===== src/rtl/reservation_station_param.sv =====
// -----------------------------------------------------------------------------
// reservation_station_param
//   Generic Tomasulo reservation station, one instance per functional-unit
//   class. Holds up to DEPTH dispatched instructions, snoops the CDB for
//   pending operands and issues the oldest operand-complete entry to its FU.
//   Entry i owns tag TAG_BASE+i.
//
// Ports
//   clk, rst                 clock (rising edge), synchronous active-high reset
//   disp_valid/disp_ready    dispatch handshake from the IDU
//   disp_op                  instruction type
//   disp_s{1,2}_rdy/val/tag  source operand: value when rdy, producer tag otherwise
//   disp_tag                 tag allocated to the current dispatch (0 when no fire)
//   cdb_valid/tag/data       common data bus broadcast
//   issue_valid/fu_ready     issue handshake to the FU
//   issue_op/a/b/tag         selected entry (all 0 when issue_valid is low)
//   rs_full                  all entries busy (AR_Status / MR_Status)
//   rs_count                 number of busy entries
// -----------------------------------------------------------------------------
module reservation_station_param #(
  parameter int unsigned DEPTH    = 4,
  parameter int unsigned DATA_W   = 8,
  parameter int unsigned OP_W     = 8,
  parameter int unsigned TAG_W    = 4,
  parameter int unsigned TAG_BASE = 1
) (
  input  logic                       clk,
  input  logic                       rst,
  input  logic                       disp_valid,
  output logic                       disp_ready,
  input  logic [OP_W-1:0]            disp_op,
  input  logic                       disp_s1_rdy,
  input  logic [DATA_W-1:0]          disp_s1_val,
  input  logic [TAG_W-1:0]           disp_s1_tag,
  input  logic                       disp_s2_rdy,
  input  logic [DATA_W-1:0]          disp_s2_val,
  input  logic [TAG_W-1:0]           disp_s2_tag,
  output logic [TAG_W-1:0]           disp_tag,
  input  logic                       cdb_valid,
  input  logic [TAG_W-1:0]           cdb_tag,
  input  logic [DATA_W-1:0]          cdb_data,
  output logic                       issue_valid,
  input  logic                       fu_ready,
  output logic [OP_W-1:0]            issue_op,
  output logic [DATA_W-1:0]          issue_a,
  output logic [DATA_W-1:0]          issue_b,
  output logic [TAG_W-1:0]           issue_tag,
  output logic                       rs_full,
  output logic [$clog2(DEPTH+1)-1:0] rs_count
);

  localparam int unsigned CNT_W = $clog2(DEPTH+1);
  localparam int unsigned IDX_W = $clog2(DEPTH);
  localparam logic [CNT_W-1:0] DEPTH_C = CNT_W'(DEPTH);
  localparam logic [TAG_W-1:0] BASE_C  = TAG_W'(TAG_BASE);

  // Entry state
  logic [DEPTH-1:0]  r_busy;
  logic [DEPTH-1:0]  r_r1;
  logic [DEPTH-1:0]  r_r2;
  logic [OP_W-1:0]   r_op  [DEPTH];
  logic [TAG_W-1:0]  r_q1  [DEPTH];
  logic [TAG_W-1:0]  r_q2  [DEPTH];
  logic [DATA_W-1:0] r_v1  [DEPTH];
  logic [DATA_W-1:0] r_v2  [DEPTH];
  logic [IDX_W-1:0]  r_age [DEPTH];
  logic [CNT_W-1:0]  r_count;
  logic              r_full;

  logic [IDX_W-1:0]  w_free_idx;
  logic [IDX_W-1:0]  w_sel_idx;
  logic [IDX_W-1:0]  w_sel_age;
  logic              w_sel_found;
  logic              w_disp_fire;
  logic              w_issue_fire;
  logic              w_fwd1;
  logic              w_fwd2;
  logic [IDX_W-1:0]  w_new_age;
  logic [CNT_W-1:0]  w_cnt_nxt;

  // Lowest-index free slot: scan from the top so the last hit wins.
  always_comb begin
    w_free_idx = '0;
    for (int unsigned k = 0; k < DEPTH; k++) begin
      if (!r_busy[DEPTH-1-k]) w_free_idx = IDX_W'(DEPTH-1-k);
    end
  end

  // Oldest operand-complete entry; ages are unique so no tie-break is needed.
  always_comb begin
    w_sel_found = 1'b0;
    w_sel_idx   = '0;
    w_sel_age   = '1;
    for (int unsigned i = 0; i < DEPTH; i++) begin
      if (r_busy[i] && r_r1[i] && r_r2[i] &&
          (!w_sel_found || (r_age[i] < w_sel_age))) begin
        w_sel_found = 1'b1;
        w_sel_idx   = IDX_W'(i);
        w_sel_age   = r_age[i];
      end
    end
  end

  assign disp_ready   = (r_count < DEPTH_C);
  assign w_disp_fire  = disp_valid & disp_ready;
  assign w_issue_fire = w_sel_found & fu_ready;

  assign disp_tag = w_disp_fire ? (BASE_C + TAG_W'(w_free_idx)) : '0;

  assign issue_valid = w_sel_found;
  assign issue_op    = w_sel_found ? r_op[w_sel_idx] : '0;
  assign issue_a     = w_sel_found ? r_v1[w_sel_idx] : '0;
  assign issue_b     = w_sel_found ? r_v2[w_sel_idx] : '0;
  assign issue_tag   = w_sel_found ? (BASE_C + TAG_W'(w_sel_idx)) : '0;

  assign rs_full  = r_full;
  assign rs_count = r_count;

  // Same-cycle forwarding of a broadcast into a dispatching source.
  assign w_fwd1 = !disp_s1_rdy && cdb_valid && (disp_s1_tag == cdb_tag);
  assign w_fwd2 = !disp_s2_rdy && cdb_valid && (disp_s2_tag == cdb_tag);

  // New entry is youngest after any concurrent issue compacts the ages.
  assign w_new_age = IDX_W'(r_count - CNT_W'(w_issue_fire));

  always_comb begin
    w_cnt_nxt = r_count;
    if (w_disp_fire && !w_issue_fire) w_cnt_nxt = r_count + CNT_W'(1);
    if (!w_disp_fire && w_issue_fire) w_cnt_nxt = r_count - CNT_W'(1);
  end

  always_ff @(posedge clk) begin
    if (rst) begin
      r_busy  <= '0;
      r_r1    <= '0;
      r_r2    <= '0;
      r_count <= '0;
      r_full  <= 1'b0;
      for (int unsigned i = 0; i < DEPTH; i++) begin
        r_op[i]  <= '0;
        r_q1[i]  <= '0;
        r_q2[i]  <= '0;
        r_v1[i]  <= '0;
        r_v2[i]  <= '0;
        r_age[i] <= '0;
      end
    end else begin
      // CDB snoop and age compaction touch busy entries only, so they never
      // collide with the dispatch write into the free slot below.
      for (int unsigned i = 0; i < DEPTH; i++) begin
        if (r_busy[i]) begin
          if (!r_r1[i] && cdb_valid && (r_q1[i] == cdb_tag)) begin
            r_v1[i] <= cdb_data;
            r_r1[i] <= 1'b1;
          end
          if (!r_r2[i] && cdb_valid && (r_q2[i] == cdb_tag)) begin
            r_v2[i] <= cdb_data;
            r_r2[i] <= 1'b1;
          end
          if (w_issue_fire && (r_age[i] > w_sel_age)) begin
            r_age[i] <= r_age[i] - IDX_W'(1);
          end
        end
      end

      if (w_issue_fire) r_busy[w_sel_idx] <= 1'b0;

      if (w_disp_fire) begin
        r_busy[w_free_idx] <= 1'b1;
        r_op[w_free_idx]   <= disp_op;
        r_q1[w_free_idx]   <= disp_s1_tag;
        r_q2[w_free_idx]   <= disp_s2_tag;
        r_r1[w_free_idx]   <= disp_s1_rdy | w_fwd1;
        r_r2[w_free_idx]   <= disp_s2_rdy | w_fwd2;
        r_v1[w_free_idx]   <= w_fwd1 ? cdb_data : disp_s1_val;
        r_v2[w_free_idx]   <= w_fwd2 ? cdb_data : disp_s2_val;
        r_age[w_free_idx]  <= w_new_age;
      end

      r_count <= w_cnt_nxt;
      r_full  <= (w_cnt_nxt == DEPTH_C);
    end
  end

endmodule

===== config.mk =====
export PLATFORM = sky130hd
export DESIGN_NAME = reservation_station_param
export DESIGN_NICKNAME = d
export VERILOG_FILES = /design/src/rtl/reservation_station_param.sv
export SDC_FILE = /design/constraint.sdc
export NUM_CORES = 1
export LEC_CHECK = 0
export CAP_MARGIN = 20
export CORE_UTILIZATION = 45
export CTS_BUF_LIST = sky130_fd_sc_hd__clkbuf_8
export DETAILED_ROUTE_END_ITERATION = 12
export PLACE_DENSITY = 0.66
export SLEW_MARGIN = 20
export SYNTH_ARGS = -nofsm -noshare
export SYNTH_HDL_FRONTEND = slang
export SYNTH_SLANG_ARGS = --single-unit

===== constraint.sdc =====
create_clock -name clk -period 10.6 [get_ports clk]
set_clock_uncertainty 0.2 [all_clocks]
set_input_delay 2.12 -clock clk [delete_from_list [all_inputs] [get_ports clk]]
set_output_delay 2.12 -clock clk [all_outputs]
set_load 0.01 [all_outputs]

==> run_results.csv, run 1 <==
group,metric,value,unit
worst_setup_path,worstRegToRegCells,12,
worst_setup_path,r2r_setup_slack,6.03,ns
detailed_routing,wl_per_cell,20.5,microns
layout,fillers,1558,
power_and_ir_drop,powerDensity,131,nW/um^2
timing,grt_setup_unrepaired,"no",
worst_setup_path,crit_path_start,"disp_valid",
placed_design,hpwl,14400,microns
layout,instances_no_fill,1035,
yosys,synth_ff_type,"edfxtp_1",
min_path,min_path_type,"reg2reg",
yosys,ys_seq_area_frac,0.535,
min_path,holdPathStages,2,
floorplanning,pin_count,89,
timing,min_period,6.93,ns
worst_setup_path,critical_path.reg2reg.startpoint,"r_busy[1]",
timing,post-route-period-util,0.654,
yosys,async_flop_share,0,
grt,grt_pass1_wl,32800,microns
clocking,root_buffer,"clkbuf_8",
power_and_ir_drop,irDropWorstVdd,0.0000864,V
clocking,clk_latency,0.46,ns
layout,antenna_cells,0,
layout,ff_latch_area,4400,sq um
yosys,syn_avg_cell_area,11.3,sq um
detailed_routing,first_iter_violations,521,
placed_design,place.gp.congestion,0.834,
yosys,yosys-top-cells-area,"edfxtp_1 (50%), a22o_1 (6.9%), and2_1 (5.2%), dfxtp_1 (3.9%), xnor2_1 (3.4%)",
floorplanning,start_util,0.458,
clocking,htreeDepth,4,
outcome,outcome,"complete, no violations",
yosys,synth.distinct_cells,57,
layout,multi_input_area,3570,sq um
clocking,clockBufferDepth,2,
yosys,synth-edff-count,136,
worst_setup_path,crit_end,"disp_tag[2]",
floorplanning,row_count,49,
power_and_ir_drop,switchingPower,0.324,mW
timing,setup-violations-final,0,
timing,clock.fmax,144,MHz
power_and_ir_drop,switching_share,0.258,
grt,overflow,0,
timing,tns,0,ns
detailed_routing,drc,0,
power_and_ir_drop,pwr-share-seq,0.565,
layout,syn2layout_area_growth,16.4,%
power_and_ir_drop,clkPwrFrac,0.323,
clocking,cts_tree,"built",
yosys,synth_top_area_share,0.496,
yosys,ys_warn_count,0,
grt,grt_pass1_vias,5996,
power_and_ir_drop,comb_power_share,0.112,
layout,mostFrequentLayoutCell,"edfxtp_1",
grt,grt_usage,0.235,
grt,grt_start_max_net_pins,53,
floorplanning,core-area,18000,sq um
flow_run,drv_cap,0,
layout,nets,859,
clocking,clkSlewWorstSetupHoldPaths,0.08,ns
worst_setup_path,cp.required,8.28,ns
clocking,cts.sinks,152,
floorplanning,die_area,18800,sq um
timing,finalMaxSlewViolations,0,
layout,layout_common_cells,"edfxtp_1 (136), clkdlybuf4s50_1 (86), and2_1 (69)",
detailed_routing,ant_nets,0,
power_and_ir_drop,p_int,0.929,mW
yosys,synth-seq-cells,152,
detailed_routing,drt_wl_total,21200,microns
floorplanning,die_h,137,microns
yosys,yosys.area.top_type,"edfxtp_1",
clocking,cts_buffers,17,
worst_setup_path,worstPathMaxFanout,12,
placed_design,io_buffers,86,
timing,max_slew_margin,0.255,
clocking,hold_buffers,0,
detailed_routing,dr_total_vias,6127,
worst_setup_path,r2r-end,"r_age[3][0]",
detailed_routing,drtPass1Iterations,5,
worst_setup_path,start_kind,"input pin",
floorplanning,die_w,137,microns
timing,hold_viol_final,0,
yosys,synth_area,8230,sq um
clocking,postCtsSetupRepairBufs,0,
placed_design,dpl.cell_count,1003,
power_and_ir_drop,p_leak,3.42,nW
detailed_routing,vias_per_cell,5.92,
timing,worst_pin_slew,1.11,ns
yosys,synth_cells,727,
worst_setup_path,crit_type,"in2out",
worst_setup_path,arrival,4.61,ns
worst_setup_path,cp-end-kind,"output port",
layout,drive_gt1_frac,0.0645,
grt,antenna_found_initial,0,
clocking,postCtsResizedCells,0,
[layout make-up]
class                      instances  share of cell area
timing repair buffer              91              0.0938
sequential                       152               0.460
tap                              229              0.0299
multi-input combinational        514               0.373
clock inverter                    15              0.0122
inverter                          17             0.00666
clock buffer                      17              0.0244
[metrics by stage]
stage               power, mW  instance area (sq um)  utilization  worst slack [ns]  hold slack, ns
floorplan               0.798                   8230            -              5.12           0.326
global placement        0.855                   9230        0.514              3.77           0.325
detailed placement      0.861                   9230        0.514              3.68           0.329
CTS                      1.26                   9580        0.533              3.66           0.343
global route             1.30                   9580        0.533              3.43           0.363
finish                   1.25                   9580        0.533              3.67           0.345
[flip-flops by register name, summed over array words and instances, names as in the netlist]
name      cells
r_q1         16
r_v1         32
rs_full       1
r_v2         32
r_op         32
r_q2         16
r_r1          4
rs_count      3
r_busy        4
r_r2          4
r_age         8
[layer usage]
| layer | track usage | share of wire |
|---|---|---|
| met3 | 0.0401 | 0.066 |
| met2 | 0.375 | 0.48 |
| met1 | 0.313 | 0.43 |
| met5 | 0 | 0 |
| met4 | 0.105 | 0.028 |
[worst max-delay path: stages]
cell             delay (ns)
clkdlybuf4s50_1        0.54
nor2b_1                0.62
nand2_1                0.35
inv_1                  0.36
clkdlybuf4s50_1        0.61
[worst min-delay path by stage]
stage | startpoint | to | slack [ns]
global placement | rs_count[2] | rs_count[2] | 0.33
finish | rs_count[2] | rs_count[2] | 0.34
global route | rs_count[2] | rs_count[2] | 0.36
CTS | rs_count[2] | rs_count[2] | 0.34
detailed placement | rs_count[2] | rs_count[2] | 0.33
floorplan | r_r1[0] | r_r1[0] | 0.33
[synth_stat cells, drive strengths merged, types with 6 or more instances]
master  count
a22o       65
nor4        7
and3        8
mux2i      24
nor3       10
nand3      20
a211oi      9
nand2b      8
and2       69
a32o       25
edfxtp    136
or3        10
dfxtp      16
xor2       12
a21oi      18
buf        25
ha         15
xnor2      32
or2        30
nor2       37
nand2      67
clkbuf     20
inv        17
o21ai       6
[power by group through the flow]
stage               sequential (mW)  clock [mW]  combinational, mW
global placement              0.719           0              0.136
detailed placement            0.721           0              0.140
floorplan                     0.715           0             0.0834
finish                        0.707       0.404              0.141
CTS                           0.707       0.410              0.141
global route                  0.711       0.433              0.154
[cells by family after synthesis]
| family | synth area share |
|---|---|
| other | 0.000456 |
| AND/OR/NAND/NOR | 0.177 |
| adder cells (fa/ha/maj) | 0.0265 |
| multiplexers | 0.0306 |
| buffers and inverters | 0.0338 |
| AO/OA/AOI/OAI | 0.150 |
| flip-flops | 0.535 |
| XOR/XNOR | 0.0468 |
Note: power is estimated with default switching activity, not from simulation.
==> run 2, diff against run 1 <==
- clock period: 10.6 -> 7.2 ns (I/O delays scaled with it)
==> run 2 against run 1 <==
Compared with the run above:
- combinational power grew 46%
- sequential power grew 47%
- cell count is essentially flat
- core utilization shrank 0.15 points
- via count shrank 1.2%
- register-to-register slack lost 3.3 ns
- clock-buffer cell count is the same
- first-iteration DRC count shrank 26%
- sequential cell count is the same
- worst setup slack lost 2.1 ns
- non-clock buffer count is the same
- critical path type unchanged
- critical endpoint unchanged
==> run_results.csv, run 2 (synthesized netlist as in run 1, its figures left out) <==
group,metric,value,unit
power_and_ir_drop,p_leak,3.41,nW
placed_design,placed_area,9230,sq um
grt,antenna_found_initial,0,
placed_design,io_buffers,86,
power_and_ir_drop,switching_share,0.262,
power_and_ir_drop,switchingPower,0.472,mW
worst_setup_path,arrival,3.95,ns
timing,finalMaxSlewViolations,0,
layout,drive_gt1_frac,0.0646,
timing,tns,0,ns
min_path,min_path_type,"reg2reg",
worst_setup_path,cp.required,5.56,ns
clocking,htreeDepth,4,
floorplanning,die_w,137,microns
layout,antenna_cells,0,
min_path,min_from,"rs_count[2]",
clocking,postCtsResizedCells,0,
worst_setup_path,crit_type,"in2out",
timing,max_slew_margin,0.297,
power_and_ir_drop,powerDensity,189,nW/um^2
floorplanning,pin_count,89,
timing,timing.hold.ws,0.329,ns
grt,grt_pass1_wl,32000,microns
grt,grt_pass1_vias,5846,
power_and_ir_drop,p_total,1.80,mW
timing,min_period,5.59,ns
grt,grt_start_max_net_pins,53,
detailed_routing,ant_nets,0,
worst_setup_path,worstRegToRegCells,12,
worst_setup_path,worstPathMaxFanout,12,
detailed_routing,drt_wl_total,20600,microns
power_and_ir_drop,clkPwrFrac,0.309,
layout,final_core_util,0.532,
clocking,cts.sinks,152,
outcome,outcome,"complete, no violations",
layout,nets,859,
detailed_routing,drc,0,
power_and_ir_drop,pwr-share-seq,0.577,
grt,grt_usage,0.230,
clocking,root_buffer,"clkbuf_8",
worst_setup_path,critical_path.reg2reg.startpoint,"r_busy[1]",
worst_setup_path,r2r_setup_slack,2.77,ns
layout,mostFrequentLayoutCell,"edfxtp_1",
clocking,postCtsSetupRepairBufs,0,
min_path,holdPathEnd,"rs_count[2]",
floorplanning,core-area,18000,sq um
detailed_routing,dr_total_vias,6052,
floorplanning,die_area,18800,sq um
grt,overflow,0,
clocking,cts_tree,"built",
power_and_ir_drop,irDropWorstVdd,0.000128,V
floorplanning,row_count,49,
timing,hold_viol_final,0,
detailed_routing,first_iter_violations,385,
timing,clock.fmax,179,MHz
detailed_routing,wl_per_cell,19.9,microns
power_and_ir_drop,p_int,1.33,mW
clocking,hold_buffers,0,
detailed_routing,vias_per_cell,5.85,
floorplanning,start_util,0.458,
timing,grt_setup_unrepaired,"no",
worst_setup_path,r2r-end,"r_age[3][0]",
floorplanning,die_h,137,microns
flow_run,drv_cap,0,
layout,largest_registers,"r_op (32), r_v1 (32), r_v2 (32)",
layout,design_area,9550,sq um
min_path,holdPathStages,2,
clocking,clk_latency,0.46,ns
timing,setup-violations-final,0,
worst_setup_path,start_kind,"input pin",
clocking,cts_buffers,17,
layout,syn2layout_area_growth,16.1,%
power_and_ir_drop,comb_power_share,0.114,
timing,worst_pin_slew,1.05,ns
detailed_routing,drtPass1Iterations,5,
placed_design,place.gp.congestion,0.895,
placed_design,hpwl,14400,microns
timing,post-route-period-util,0.776,
clocking,clockBufferDepth,2,
clocking,clkSlewWorstSetupHoldPaths,0.08,ns
layout,layout_common_cells,"edfxtp_1 (136), clkdlybuf4s50_1 (86), and2_1 (69)",
worst_setup_path,cp-end-kind,"output port",
-- run 2: worst max path at each step --
stage / to / start / slack [ns] / cells past startpoint
after floorplan: disp_tag[2] / disp_valid / 3.08 / 5
after global placement: disp_tag[2] / disp_valid / 1.77 / 5
after detailed placement: disp_tag[2] / disp_valid / 1.66 / 5
after CTS: disp_tag[2] / disp_valid / 1.66 / 5
after global routing: disp_tag[2] / disp_valid / 1.49 / 5
final: disp_tag[2] / disp_valid / 1.61 / 5
-- run 2: worst max-delay path: stages --
cell	delay (ns)
clkdlybuf4s50_1	0.53
nor2b_1	0.61
nand2_1	0.36
inv_1	0.39
clkdlybuf4s50_1	0.62
-- run 2: layout make-up --
class / count / area (sq um)
fill: 1555 / 8410
inverter: 17 / 63.8
timing repair buffer: 91 / 898
multi-input combinational: 514 / 3570
sequential: 152 / 4400
tap: 229 / 287
clock buffer: 17 / 234
clock inverter: 14 / 88.8
-- run 2: metrics by stage --
step | cells | setup slack, ns
floorplan | 728 | 3.08
global placement | 1003 | 1.77
detailed placement | 1003 | 1.66
CTS | 1034 | 1.66
global route | 1034 | 1.49
finish | 1034 | 1.61
-- run 2: metal layers --
metal	part of all wire	track usage	routed length [microns]	vias to the layer above
li1	-	-	-	2828
met1	0.44	0.306	9170	2970
met2	0.48	0.375	9830	226
met3	0.059	0.0408	1210	28
met4	0.019	0.0830	399	0
met5	0	0	0	-
-- run 2: power groups by stage --
stage | clock network (mW) | logic, mW | registers, mW
3_5_place_dp | 0 | 0.205 | 1.06
3_3_place_gp | 0 | 0.200 | 1.06
5_1_grt | 0.598 | 0.225 | 1.05
2_1_floorplan | 0 | 0.123 | 1.05
6_report | 0.558 | 0.206 | 1.04
4_1_cts | 0.567 | 0.206 | 1.04
==> run 3, diff against run 2 <==
- clock period: 7.2 -> 5.5 ns (I/O delays scaled with it)
==> run 3 against run 2 <==
Compared with the run above:
- sequential power grew 31%
- clock power grew 50%
- cell area grew 0.97%
- worst setup slack lost 1.0 ns
- first-iteration DRC count grew 56%
- power grew 37%
- die area is the same
- via count grew 0.96%
- cell count grew 0.58%
- clock-buffer cell count is the same
==> run_results.csv, run 3 (synthesized netlist as in run 1, its figures left out) <==
group,metric,value,unit
outcome,outcome,"complete, no violations",
worst_setup_path,worstPathCellList,"nand3_4 -> or4_1 -> and3_1 -> a21boi_1 -> a32o_1 -> buf_4 -> or2_2 -> ha_1 -> and2_1 -> clkdlybuf4s50_1",
detailed_routing,wl_per_cell,20.1,microns
grt,met2_usage,0.370,
floorplanning,die_h,137,microns
timing,setup-violations-final,0,
grt,grt_use_met1,0.312,
floorplanning,start_util,0.458,
timing,worst_pin_slew,0.956,ns
placed_design,hpwl,14500,microns
detailed_routing,first_iter_violations,601,
clocking,cts_buffers,17,
floorplanning,die_w,137,microns
clocking,postCtsSetupRepairBufs,0,
worst_setup_path,start_kind,"flop",
layout,instances_no_fill,1040,
placed_design,place.gp.congestion,0.876,
clocking,postCtsResizedCells,0,
timing,post-route-period-util,0.890,
clocking,cts.sinks,152,
power_and_ir_drop,powerDensity,256,nW/um^2
worst_setup_path,worstPathMaxFanout,30,
grt,overflow,0,
detailed_routing,ant_nets,0,
grt,grt_usage,0.231,
grt,grt_util_met3,0.0427,
floorplanning,pin_count,89,
flow_run,drv_cap,0,
clocking,hold_buffers,0,
timing,hold_viol_final,0,
clocking,clk_latency,0.48,ns
detailed_routing,drtPass1Iterations,6,
worst_setup_path,crit_path_max_incr_delay,0.52,ns
layout,mostFrequentLayoutCell,"edfxtp_1",
grt,grt_pass1_vias,5836,
timing,finalMaxSlewViolations,0,
worst_setup_path,arrival,3.60,ns
detailed_routing,vias_per_cell,5.88,
grt,busiest_layer,"met2",
timing,clock.fmax,204,MHz
detailed_routing,drt_wl_total,20900,microns
timing,tns,0,ns
detailed_routing,drc,0,
min_path,min_path_type,"reg2reg",
placed_design,io_buffers,86,
clocking,htreeDepth,4,
placed_design,dpl.cell_count,1008,
layout,layout_common_cells,"edfxtp_1 (136), clkdlybuf4s50_1 (86), and2_1 (69)",
floorplanning,core-area,18000,sq um
layout,antenna_cells,0,
detailed_routing,dr_total_vias,6110,
worst_setup_path,cp.required,4.20,ns
power_and_ir_drop,p_leak,3.46,nW
timing,min_period,4.90,ns
floorplanning,row_count,49,
grt,grt_start_max_net_pins,53,
timing,max_slew_margin,0.363,
timing,grt_setup_unrepaired,"no",
clocking,root_buffer,"clkbuf_8",
layout,nets,864,
power_and_ir_drop,irDropWorstVdd,0.000179,V
grt,antenna_found_initial,0,
worst_setup_path,crit_slowest_cell,"dfxtp_1",
grt,grt_pass1_wl,31900,microns
power_and_ir_drop,p_total,2.47,mW
floorplanning,die_area,18800,sq um
layout,drive_gt1_frac,0.0740,
clocking,cts_tree,"built",
clocking,clkSlewWorstSetupHoldPaths,0.09,ns
layout,largest_registers,"r_op (32), r_v1 (32), r_v2 (32)",
clocking,clockBufferDepth,2,
worst_setup_path,cp-end-kind,"output port",
worst_setup_path,crit_type,"reg2out",
layout,syn2layout_area_growth,17.2,%
-- run 3: area by class of cell --
type / count / area, sq um
clock buffers: 17 / 234
clock inverters: 15 / 144
fillers: 1533 / 8320
inverters: 17 / 63.8
multi-input cells: 514 / 3570
flip-flops and latches: 152 / 4400
well taps: 229 / 287
repair buffers: 96 / 936
-- run 3: per-stage QoR --
stage / hold slack (ns) / util / worst slack, ns / area (sq um)
final: 0.345 / 0.537 / 0.604 / 9640
after floorplan: 0.326 / - / 1.91 / 8230
after global placement: 0.318 / 0.516 / 1.21 / 9260
after global routing: 0.365 / 0.537 / 0.399 / 9640
after CTS: 0.343 / 0.537 / 0.607 / 9640
after detailed placement: 0.324 / 0.516 / 1.14 / 9260
-- run 3: worst paths after layout --
path	startpoint	end	slack [ns]	cells past startpoint
worst max-delay path	r_busy[1]	issue_tag[1]	0.60	10
worst min-delay path	rs_count[2]	rs_count[2]	0.35	2
worst max register to register	r_busy[1]	r_age[3][1]	1.33	12
worst min register to register	rs_count[2]	rs_count[2]	0.35	2
-- run 3: power by group --
part / internal (mW) / total [mW] / leakage, nW / switching (mW)
combinational: 0.113 / 0.274 / 1.71 / 0.160
clock: 0.369 / 0.838 / 0.197 / 0.469
sequential: 1.33 / 1.36 / 1.55 / 0.0323
total: 1.81 / 2.47 / 3.46 / 0.662
-- run 3: critical path: cells and delay by family, from the launching register on --
family	cells	cell delay [ns]
compound gates	2	0.45
simple gates	5	1.11
buf+inv	2	0.82
fa+ha+maj	1	0.22
flops	1	0.52
-- run 3: routing by layer --
metal	up-vias	part of all wire
met5	-	0
met4	0	0.019
met3	39	0.060
met2	237	0.47
met1	2985	0.45
li1	2849	-
